--- src/rtl/mult_share_sched.sv ---
// Shares one signed WxW multiplier among up to four MAC lanes per sample period.
// Define MULT_SHARE_RR_EN for round-robin arbitration; fixed priority otherwise.
module mult_share_sched #(
  parameter int NREQ = 4,
  parameter int W    = 18
) (
  input  logic              sys_clk,
  input  logic              reset,
  input  logic              sam_clk_ena,
  input  logic [NREQ-1:0]   req,
  input  logic [NREQ*W-1:0] a_in,
  input  logic [NREQ*W-1:0] b_in,
  output logic [NREQ-1:0]   gnt,
  output logic [2*W-1:0]    rslt,
  output logic              rslt_vld,
  output logic [1:0]        rslt_id,
  output logic [1:0]        slot,
  output logic              overrun
);

  logic [NREQ-1:0] served_q;
  logic [NREQ-1:0] elig;
  logic [NREQ-1:0] gnt_c;
  logic [1:0]      gnt_idx;
  logic            gnt_any;
  logic [W-1:0]    sel_a;
  logic [W-1:0]    sel_b;

  logic [W-1:0]    s1_a;
  logic [W-1:0]    s1_b;
  logic [1:0]      s1_id;
  logic            s1_vld;
  logic signed [2*W-1:0] prod;

  assign elig = req & ~served_q;

`ifdef MULT_SHARE_RR_EN
  logic [1:0] rr_ptr;

  // Scan eligible lanes starting at the pointer, wrapping modulo NREQ.
  always_comb begin
    logic found;
    int   idx;
    gnt_c = '0;
    found = 1'b0;
    for (int k = 0; k < NREQ; k++) begin
      idx = (int'(rr_ptr) + k) % NREQ;
      if (!found && elig[idx]) begin
        gnt_c[idx] = 1'b1;
        found      = 1'b1;
      end
    end
  end

  always_ff @(posedge sys_clk) begin
    if (reset) begin
      rr_ptr <= 2'd0;
    end else if (gnt_any) begin
      if (gnt_idx == 2'(NREQ - 1))
        rr_ptr <= 2'd0;
      else
        rr_ptr <= gnt_idx + 2'd1;
    end
  end
`else
  always_comb begin
    logic found;
    gnt_c = '0;
    found = 1'b0;
    for (int k = 0; k < NREQ; k++) begin
      if (!found && elig[k]) begin
        gnt_c[k] = 1'b1;
        found    = 1'b1;
      end
    end
  end
`endif

  assign gnt     = reset ? '0 : gnt_c;
  assign gnt_any = |gnt;

  always_comb begin
    gnt_idx = 2'd0;
    sel_a   = '0;
    sel_b   = '0;
    for (int i = 0; i < NREQ; i++) begin
      if (gnt[i]) begin
        gnt_idx = 2'(i);
        sel_a   = a_in[i*W +: W];
        sel_b   = b_in[i*W +: W];
      end
    end
  end

  assign prod = $signed(s1_a) * $signed(s1_b);

  // Slot counter re-aligns to the strobe; mask clears as the new period starts.
  always_ff @(posedge sys_clk) begin
    if (reset) begin
      slot     <= 2'd0;
      served_q <= '0;
      overrun  <= 1'b0;
    end else begin
      slot     <= sam_clk_ena ? 2'd0 : slot + 2'd1;
      served_q <= sam_clk_ena ? '0 : (served_q | gnt);
      overrun  <= sam_clk_ena & (|(elig & ~gnt));
    end
  end

  always_ff @(posedge sys_clk) begin
    if (reset) begin
      s1_a     <= '0;
      s1_b     <= '0;
      s1_id    <= 2'd0;
      s1_vld   <= 1'b0;
      rslt     <= '0;
      rslt_id  <= 2'd0;
      rslt_vld <= 1'b0;
    end else begin
      s1_vld   <= gnt_any;
      rslt_vld <= s1_vld;
      if (gnt_any) begin
        s1_a  <= sel_a;
        s1_b  <= sel_b;
        s1_id <= gnt_idx;
      end
      if (s1_vld) begin
        rslt    <= prod;
        rslt_id <= s1_id;
      end
    end
  end

endmodule

--- config.mk ---
export PLATFORM = sky130hd
export DESIGN_NAME = mult_share_sched
export DESIGN_NICKNAME = d
export VERILOG_FILES = /design/src/rtl/mult_share_sched.sv
export SDC_FILE = /design/constraint.sdc
export NUM_CORES = 1
export LEC_CHECK = 0
export ABC_CLOCK_PERIOD_IN_PS = 9750
export BUFFER_PORTS_ARGS = -buffer_cell sky130_fd_sc_hd__buf_2
export CAP_MARGIN = 0
export CORE_ASPECT_RATIO = 0.6
export CORE_MARGIN = 5
export CORE_UTILIZATION = 45
export DETAILED_ROUTE_END_ITERATION = 6
export MAX_ROUTING_LAYER = met4
export SLEW_MARGIN = 20
export SYNTH_ARGS = -nofsm -noshare
export SYNTH_HDL_FRONTEND = slang
export SYNTH_SLANG_ARGS = --single-unit
--- constraint.sdc ---
create_clock -name sys_clk -period 9.75 [get_ports sys_clk]
set_input_delay 0.975 -clock sys_clk [delete_from_list [all_inputs] [get_ports sys_clk]]
set_output_delay 0.975 -clock sys_clk [all_outputs]
set_load 0.02 [all_outputs]
==> results, run 1 <==
- The flow ran to the end, but the final reports show violations.
- The checks that failed: design-rule violations.
- The worst pin sits at a relative slew slack of 0.328.
- The final setup slack of the worst path is approximately 2.6 ns.
- For met3 alone, demand over resource in global routing was 0.0505.
- After layout, the minimum clock period comes to roughly 7 ns.
- From synthesis to final layout, the design area changed by 10.6%.
- CTS built an H-tree with a depth of 3.
- Clock tree synthesis found a total of 85 sinks.
- The synthesized-area fraction occupied by and/or/nand/nor cells is 0.156.
- The hold-fix buffer count after cts is 0.
- The worst slack after detailed placement is 2.58 ns.
- The violation count after the first detailed-route iteration is 946.
- The max-capacitance violation count is 0.
- The most frequent standard cell in the layout excluding fill and tap cells is sky130_fd_sc_hd__inv_1.
- The region available for standard cell placement spans 0.0347 mm2.
- The share of async-settable or async-resettable flops after synthesis is 0.
- The clock-pin slew of the registers on the worst-case setup and hold paths is 0.08 ns.
- The post-synthesis share of cell area spent on full adders, half adders and majority gates is 0.492.
- Once detail routing completed, the nets flagged for antenna violations numbered 0.
- Summing over every cut layer, the via total after detailed routing is 12400.
- The number of setup violations in the final report is 0.
- In the routed layout, each cell is associated on average with a via count of around 5.2.
- The I/O pin total is 197.
- The synthesized net count is about 2400.
- Detailed placement ended at an HPWL of 37100 um.
- The critical path data required time is 10.03 ns.
- Of the available clock period, the critical path in the final layout requires 0.738.
- The total negative slack for setup checks is 0 ns.
- In this run, distinct cell masters in the synthesized netlist total 62.
- The total power per unit cell area is around 210 mW/mm2.
- Buffers placed on the I/O ports in this run total 196.
- The worst setup path is launched from a flip-flop.
- In this run, synthesis inferred 0 flip-flops with an integrated enable.
- The clock passes through at most 2 buffers.
- The synthesized cell area is around 0.016 mm2.
- The starting density of the core is 0.453.
- The count of synthesis-stage warnings from yosys is 0.
- The mean post-synth cell area is 8.86 um2.
- For this run the aggregate overflow at the end of global routing stands at 0.
- The met1 usage in global routing is 0.362.
- The layer carrying the most global-route usage is met2.
- The number of failing hold endpoints at the final stage is 0.
- The top cell types in the final layout, fill and taps aside, are 410 x sky130_fd_sc_hd__inv_1, 329 x sky130_fd_sc_hd__fa_1, 196 x sky130_fd_sc_hd__buf_2.
- For this run, the total global-route usage over all layers was measured as 0.248.
- Counting flops and latches in the post-synthesis netlist gives 85.
- The main combinational cell family by area after synthesis is adder cells.
- After floorplanning, the core was divided into 53 placement rows.
- The chip width is 252 um.
- The length of the first detailed-routing pass in iterations is 7.
- The synthesized-area fraction occupied by ao, oa, aoi and oai cells is 0.0913.
- Between clock sinks in the finished design, the worst skew comes to between 0.01 and 0.015 ns.
- Clock tree synthesis selected as its root buffer the cell sky130_fd_sc_hd__clkbuf_16.
- The wire length of the first global-routing pass is roughly 73000 um.
- The met2 routing resource usage after global routing is 0.363.
- The multiplexer fraction of the synthesized cell area is 0.0143.
- The final weighted congestion in routability-driven placement is roughly 0.9.
- The number of cells upsized or downsized after cts is 0.
- Synthesis produced 1777 cells.
- TritonCTS built the clock tree.
- The number of antenna violations at the first check in global routing is 2.
- The biggest fanout along the worst timing path is 19.
- The buffer count from post-CTS setup fixing is 0.
- The count of filler cells inserted in the layout is between 3000 and 4000.
- The final wirelength is 45800 um.
- The number of max-slew violations in the final report came to 0.
- The endpoint kind of the worst setup timing path is a flip-flop.
- The clock latency of the later-clocked register in the worst-skew pair is about 0.38 ns.
- The number of global-route vias before repair was 13000.
- The portion of the post-synthesis area used by sequential elements is 0.108.
- Dividing the detail-routed wire length by the instance count gives 19.2 um.
- Entering global routing, the biggest net connects 58 pins.
- At the pin with the least slew margin, the transition time is 1.01 ns.
- Of the cells placed in the final design, the portion with a size suffix greater than 1 is 0.131.
- The data arrival time at the worst-slack endpoint is ~7.5 ns.
- The floorplan die height is 155 um.
- The area share of xor/xnor cells in the synthesized design is 0.0172.
- The path type of the worst setup path is flip-flop to flip-flop.
- Clock tree synthesis inserted a total of 9 buffers.
- The leakage power summed over all cells is 8.86 nW.
- The most used flip-flop cell after synthesis is sky130_fd_sc_hd__dfxtp_1.
- IR analysis of the VDD net gives a maximum drop of 0.226 mV.
- The number of remaining DRC errors is 24.
- The tightest min-delay check is of the flip-flop to flip-flop type.
- Timing would allow up to roughly 140 MHz.
- The net count of the finished layout is around 2500.
- The die footprint is 0.0390 mm2.
- Setup repair after global routing left no endpoint under its margin.
==> metrics by stage <==
step / hold WS [ns] / std cells / cell area (um2) / utilization / total power, mW
3_3_place_gp: 0.447 / 2363 / 17100 / 0.493 / 3.22
3_5_place_dp: 0.454 / 2363 / 17100 / 0.493 / 3.25
2_1_floorplan: 0.441 / 1777 / 15700 / - / 2.48
5_1_grt: 0.484 / 2381 / 17400 / 0.501 / 4.01
6_report: 0.469 / 2381 / 17400 / 0.501 / 3.63
4_1_cts: 0.473 / 2379 / 17400 / 0.501 / 3.64
==> registers in the layout, summed over array words and instances (netlist names), 2 cells and up <==
name      count
s1_id         2
s1_a         18
rslt         36
s1_b         18
served_q      4
rslt_id       2
slot          2
==> Yosys cell counts (24+ instances only) <==
| library cell | instances | area [um2] |
|---|---|---|
| sky130_fd_sc_hd__a21oi_1 | 65 | 325 |
| sky130_fd_sc_hd__ha_1 | 93 | 1160 |
| sky130_fd_sc_hd__fa_1 | 329 | 6590 |
| sky130_fd_sc_hd__clkbuf_1 | 91 | 342 |
| sky130_fd_sc_hd__o21ai_0 | 51 | 255 |
| sky130_fd_sc_hd__dfxtp_1 | 85 | 1700 |
| sky130_fd_sc_hd__inv_1 | 410 | 1540 |
| sky130_fd_sc_hd__a222oi_1 | 36 | 360 |
| sky130_fd_sc_hd__nand2_1 | 178 | 668 |
| sky130_fd_sc_hd__nor2_1 | 85 | 319 |
| sky130_fd_sc_hd__and2_1 | 161 | 1010 |
| sky130_fd_sc_hd__nor3_1 | 24 | 120 |
==> layer usage <==
metal / vias to the layer above / routed length (um) / part of all wire
li1: 5669 / - / -
met1: 6328 / 21600 / 0.47
met2: 343 / 20200 / 0.44
met3: 50 / 3140 / 0.069
met4: 0 / 884 / 0.019
met5: - / 0 / 0
==> kinds of logic (layout without fill, tap and decap cells) <==
group | count (synthesis) | in the layout
AOI/OAI and AO/OA | 213 | 213
xor gates and xnor gates | 31 | 31
adders and majority gates | 422 | 422
buffers and inverters | 506 | 641
DFF | 85 | 85
muxes | 22 | 22
other | 0 | 2
and+or+nand+nor | 498 | 498
==> report_power, final <==
part	internal [mW]	total (mW)	switching [mW]
clock network	0.182	0.373	0.190
logic	1.11	2.75	1.64
registers	0.409	0.509	0.101
==> worst paths after layout <==
| path | from | to | slack (ns) | cells past startpoint |
|---|---|---|---|---|
| worst max register to register | s1_a[17] | rslt[33] | 2.55 | 19 |
| worst min-delay path | served_q[2] | served_q[2] | 0.47 | 1 |
| worst max-delay path | s1_a[17] | rslt[33] | 2.55 | 19 |
| worst min register to register | served_q[2] | served_q[2] | 0.47 | 1 |
==> layout make-up <==
cell class	instances	area (um2)	area share
Multi-Input combinational cell	1186	12200	0.698
Sequential cell	85	1700	0.0978
Inverter	410	1540	0.0883
Timing Repair Buffer	215	1120	0.0645
Tap cell	467	584	0.0335
Clock buffer	9	225	0.0129
Clock inverter	7	73.8	0.00424
Antenna cell	2	5.00	0.000287
==> worst max-delay path: stages, from the launching register on <==
cell and delay, ns:
sky130_fd_sc_hd__dfxtp_1 0.84, sky130_fd_sc_hd__nand2_1 0.29, sky130_fd_sc_hd__fa_1 0.69, sky130_fd_sc_hd__inv_1 0.16
sky130_fd_sc_hd__fa_1 0.84, sky130_fd_sc_hd__fa_1 0.55, sky130_fd_sc_hd__fa_1 0.52, sky130_fd_sc_hd__fa_1 0.49
sky130_fd_sc_hd__inv_1 0.04, sky130_fd_sc_hd__fa_1 0.47, sky130_fd_sc_hd__inv_1 0.04, sky130_fd_sc_hd__ha_1 0.34
sky130_fd_sc_hd__a21o_1 0.25, sky130_fd_sc_hd__a31o_2 0.22, sky130_fd_sc_hd__a221o_1 0.37, sky130_fd_sc_hd__nand2_1 0.10
sky130_fd_sc_hd__o211ai_1 0.13, sky130_fd_sc_hd__a21oi_1 0.22, sky130_fd_sc_hd__mux2_1 0.33, sky130_fd_sc_hd__a31o_2 0.21
Power figures use the tool's default switching activity.
==> run 2, diff against run 1 <==
- ABC_CLOCK_PERIOD_IN_PS: 9750 -> 6450
- PLACE_DENSITY: unset -> 0.67
- clock period: 9.75 -> 6.45 ns (I/O delays scaled with it)
==> run 2 against run 1 <==
  * The run still ends with design-rule violations left
  * First-iteration DRC count increased by 25%
  * Critical path depth increased by 3
  * Clock skew increased by 0.0049 ns
  * Register-to-register slack got worse by 2.3 ns
  * Global-route usage about the same
  * Count of clock-buffer cells in the layout unchanged
  * Final cell count increased by 2.7%
  * Maximum frequency increased by 16%
  * Setup slack got worse by 2.3 ns
  * Clock power increased by 44%
  * Non-clock buffer count increased by 64
  * Sequential power increased by 44%
  * Critical path type unchanged
==> results, run 2 (synthesis gave the netlist of run 1 again) <==
- Outcome: complete, but fails checks (unchanged).
- Violated checks: design-rule violations (unchanged).
- The type of the tightest min-delay check is flip-flop to flip-flop (unchanged).
- The setup skew after layout came to 0.0196 ns (was 0.0147 ns).
- The count of H-tree levels built during CTS came to 3 (unchanged).
- Largest registers in the final layout: rslt x36, s1_a x18, s1_b x18 (unchanged).
- The number of failing hold endpoints at the final stage is 0 (unchanged).
- The count of standard-cell rows is 53 (unchanged).
- The number of setup violations in the final report is 0 (unchanged).
- The most frequent standard cell in the layout excluding fill and tap cells is sky130_fd_sc_hd__inv_1 (unchanged).
- The worst slack after detailed placement is 0.00344 ns (was 2.58 ns).
- The number of flip-flops in the largest register was 36 (unchanged).
- The top register by number of flip-flops is rslt (unchanged).
- The number of nets with antenna violations after routing came to 0 (unchanged).
- The share of the cycle needed by the critical path after routing is 0.963 (was 0.738).
- The number of max-slew violations in the final report is 0 (unchanged).
- The area growth from synthesis to layout was 14.1% (was 10.6%).
- The buffer levels on the longest clock path came to 2 (unchanged).
- The critical path data required time is 6.72 ns (was 10.03 ns).
- The number of instances in the placed design is 2427 (was 2363).
- The share of post-route cells with drive strength above 1 is 0.174 (was 0.131).
- The floorplan die height was 155 um (unchanged).
- The final wirelength is 45600 um (was 45800 um).
- The I/O pin total is 197 (unchanged).
- The final setup slack of the worst path is 0.240 ns (was 2.55 ns).
- The placeable core region is 0.0347 mm2 (unchanged).
- The overall via count from detail_route is 12900 (was 12400).
- The worst hold slack across all endpoints came to 0.466 ns (was 0.469 ns).
- The aggregate global routing overflow was 0 (unchanged).
- The violation count after the first detailed-route iteration is 1178 (was 946).
- The endpoint kind of the worst setup timing path was a flip-flop (unchanged).
- The number of remaining DRC errors is 22 (was 24).
- The count of clock tree sinks is 85 (unchanged).
- The worst max-slew margin expressed relative to the limit is 0.363 (was 0.328).
- The biggest fanout along the worst timing path came to 13 (was 19).
- The number of global-route vias before repair is 13500 (was 13000).
- The average wire per standard cell was 18.7 um (was 19.2 um).
- The maximum clock frequency is 161 MHz (was 139 MHz).
- The worst-case register-to-register setup slack came to 0.24 ns (was 2.55 ns).
- The buffer count from post-CTS setup fixing is 0 (unchanged).
- The time the worst path needs with I/O delays and setup was 6.21 ns (was 7.20 ns).
- The depth of the worst register-to-register path is 22 (was 19).
- The path type of the worst setup path is flip-flop to flip-flop (unchanged).
- The number of I/O port buffers is 196 (unchanged).
- The maximum ir drop on the vdd rail is 0.447 mV (was 0.226 mV).
- The data arrival time at the worst-slack endpoint is 6.48 ns (was 7.47 ns).
- The count of filler cells inserted in the layout came to 3245 (was 3345).
- The max-capacitance violation count is 0 (unchanged).
- The number of buffers created by CTS is 9 (unchanged).
- The starting density of the core is 0.453 (unchanged).
- The total power per unit cell area came to 326 mW/mm2 (was 208 mW/mm2).
- RSZ-0062 raised after global routing: no (unchanged).
- The total negative slack for setup checks is 0 ns (unchanged).
- The clock-pin slew of the registers on the worst-case setup and hold paths came to 0.07 ns (was 0.08 ns).
- The transition time of the tightest slew-check pin is 0.948 ns (was 1.01 ns).
- The net count of the finished layout came to 2544 (was 2480).
- The clock root buffer was sky130_fd_sc_hd__clkbuf_16 (unchanged).
- The worst hold path endpoint is rslt[0] (was served_q[2]).
- The CTS tree is done (unchanged).
- The hold path startpoint is rslt[0] (was served_q[2]).
- The half-perimeter wire length after detailed placement is 38800 um (was 37100 um).
- Commonest cells after routing, fill and taps aside: 409 x sky130_fd_sc_hd__inv_1, 328 x sky130_fd_sc_hd__fa_1, 196 x sky130_fd_sc_hd__buf_2 (was 410 x sky130_fd_sc_hd__inv_1, 329 x sky130_fd_sc_hd__fa_1, 196 x sky130_fd_sc_hd__buf_2).
- The via density per instance is 5.26 (was 5.20).
- The total routing resource utilization after global routing is 0.249 (was 0.248).
- The final weighted congestion in routability-driven placement is 0.957 (was 0.915).
- The chip width is 252 um (unchanged).
- The instance count along the most critical hold path is 2 (was 1).
- The source of the worst register-to-register timing path is s1_a[10] (was s1_a[17]).
- The capture point of the worst reg-to-reg path is rslt[33] (unchanged).
- The leakage power summed over all cells is 9.17 nW (was 8.86 nW).
- The clock latency of the later-clocked register in the worst-skew pair is 0.38 ns (about the same).
- The length of the first detailed-routing pass in iterations is 7 (unchanged).
- The kind of start point of the critical path is a flip-flop (unchanged).
- The number of antenna violations at the first check in global routing came to 2 (unchanged).
- The pin count of the biggest net entering global routing came to 43 (was 58).
- The die footprint is 0.0390 mm2 (unchanged).
- The wire length of the first global-routing pass is 74000 um (was 73400 um).
- The non-filler instance count after layout was 2445 (was 2381).
==> run 2: changes by cell type in the layout (fill, tap and decap cells not counted), sizes merged <==
cell	previous run	this run
clkinvlp	0	3
buf	215	279
inv	415	413
clkinv	2	1
==> run 2: cell type report <==
cell class / instances / area, um2 / share of cell area
antenna: 2 / 5.00 / 0.000278
clock buffer: 9 / 225 / 0.0125
clock inverter: 7 / 67.6 / 0.00376
inverter: 410 / 1540 / 0.0856
multi-input combinational: 1186 / 12200 / 0.678
sequential: 85 / 1740 / 0.0967
tap: 467 / 584 / 0.0325
timing repair buffer: 279 / 1630 / 0.0906
==> run 2: critical path, cell delays in order, from the launching register on <==
cell                       delay, ns
sky130_fd_sc_hd__dfxtp_2        0.38
sky130_fd_sc_hd__buf_4          0.22
sky130_fd_sc_hd__and2_1         0.20
sky130_fd_sc_hd__fa_1           0.56
sky130_fd_sc_hd__inv_1          0.06
sky130_fd_sc_hd__fa_1           0.40
sky130_fd_sc_hd__fa_1           0.55
sky130_fd_sc_hd__inv_1          0.06
sky130_fd_sc_hd__fa_1           0.45
sky130_fd_sc_hd__fa_1           0.52
sky130_fd_sc_hd__inv_1          0.05
sky130_fd_sc_hd__fa_1           0.47
sky130_fd_sc_hd__inv_1          0.05
sky130_fd_sc_hd__ha_2           0.37
sky130_fd_sc_hd__o21ai_1        0.13
sky130_fd_sc_hd__a211oi_2       0.26
sky130_fd_sc_hd__buf_4          0.18
sky130_fd_sc_hd__and3_4         0.21
sky130_fd_sc_hd__nand3_1        0.12
sky130_fd_sc_hd__o211ai_1       0.25
sky130_fd_sc_hd__a21oi_1        0.10
sky130_fd_sc_hd__mux2_1         0.31
sky130_fd_sc_hd__a31o_2         0.21
==> run 2: timing repair <==
item | 4_1_cts | 5_1_grt
gates resized for setup | 1 | 32
hold buffers | 0 | 0
pin swaps | 0 | 2
endpoints found under the setup margin | 1 | 14
cloned | 0 | 0
==> run 2: how the worst max path moves through the flow <==
stage	end	start	cells past startpoint	slack, ns
3_3_place_gp	rslt[33]	s1_b[9]	22	0.08
5_1_grt	rslt[33]	s1_a[10]	22	0.0009
6_report	rslt[33]	s1_a[10]	22	0.24
4_1_cts	rslt[33]	s1_b[9]	22	0.01
2_1_floorplan	rslt[33]	s1_a[17]	25	0.06
3_5_place_dp	rslt[33]	s1_a[2]	20	0.003
==> run 2: report_power, final <==
group / switching, mW / internal [mW] / total (mW)
Combinational: 2.66 / 1.93 / 4.58
Sequential: 0.110 / 0.622 / 0.732
Clock: 0.266 / 0.270 / 0.536
Total: 3.03 / 2.82 / 5.85
==> run 2: routing by layer <==
metal  track usage  routed length (um)  vias to the layer above
li1              -                   -                     5804
met1         0.341               20300                     6543
met2         0.383               21000                      444
met3        0.0583                3470                       61
met4        0.0519                 932                        0
met5             -                   0                        -
==> run 2: per-stage QoR <==
stage | total power, mW | util | area (um2)
floorplan | 3.75 | - | 15800
global placement | 5.11 | 0.507 | 17600
detailed placement | 5.23 | 0.507 | 17600
CTS | 5.81 | 0.516 | 17900
global route | 6.42 | 0.517 | 18000
finish | 5.85 | 0.517 | 18000
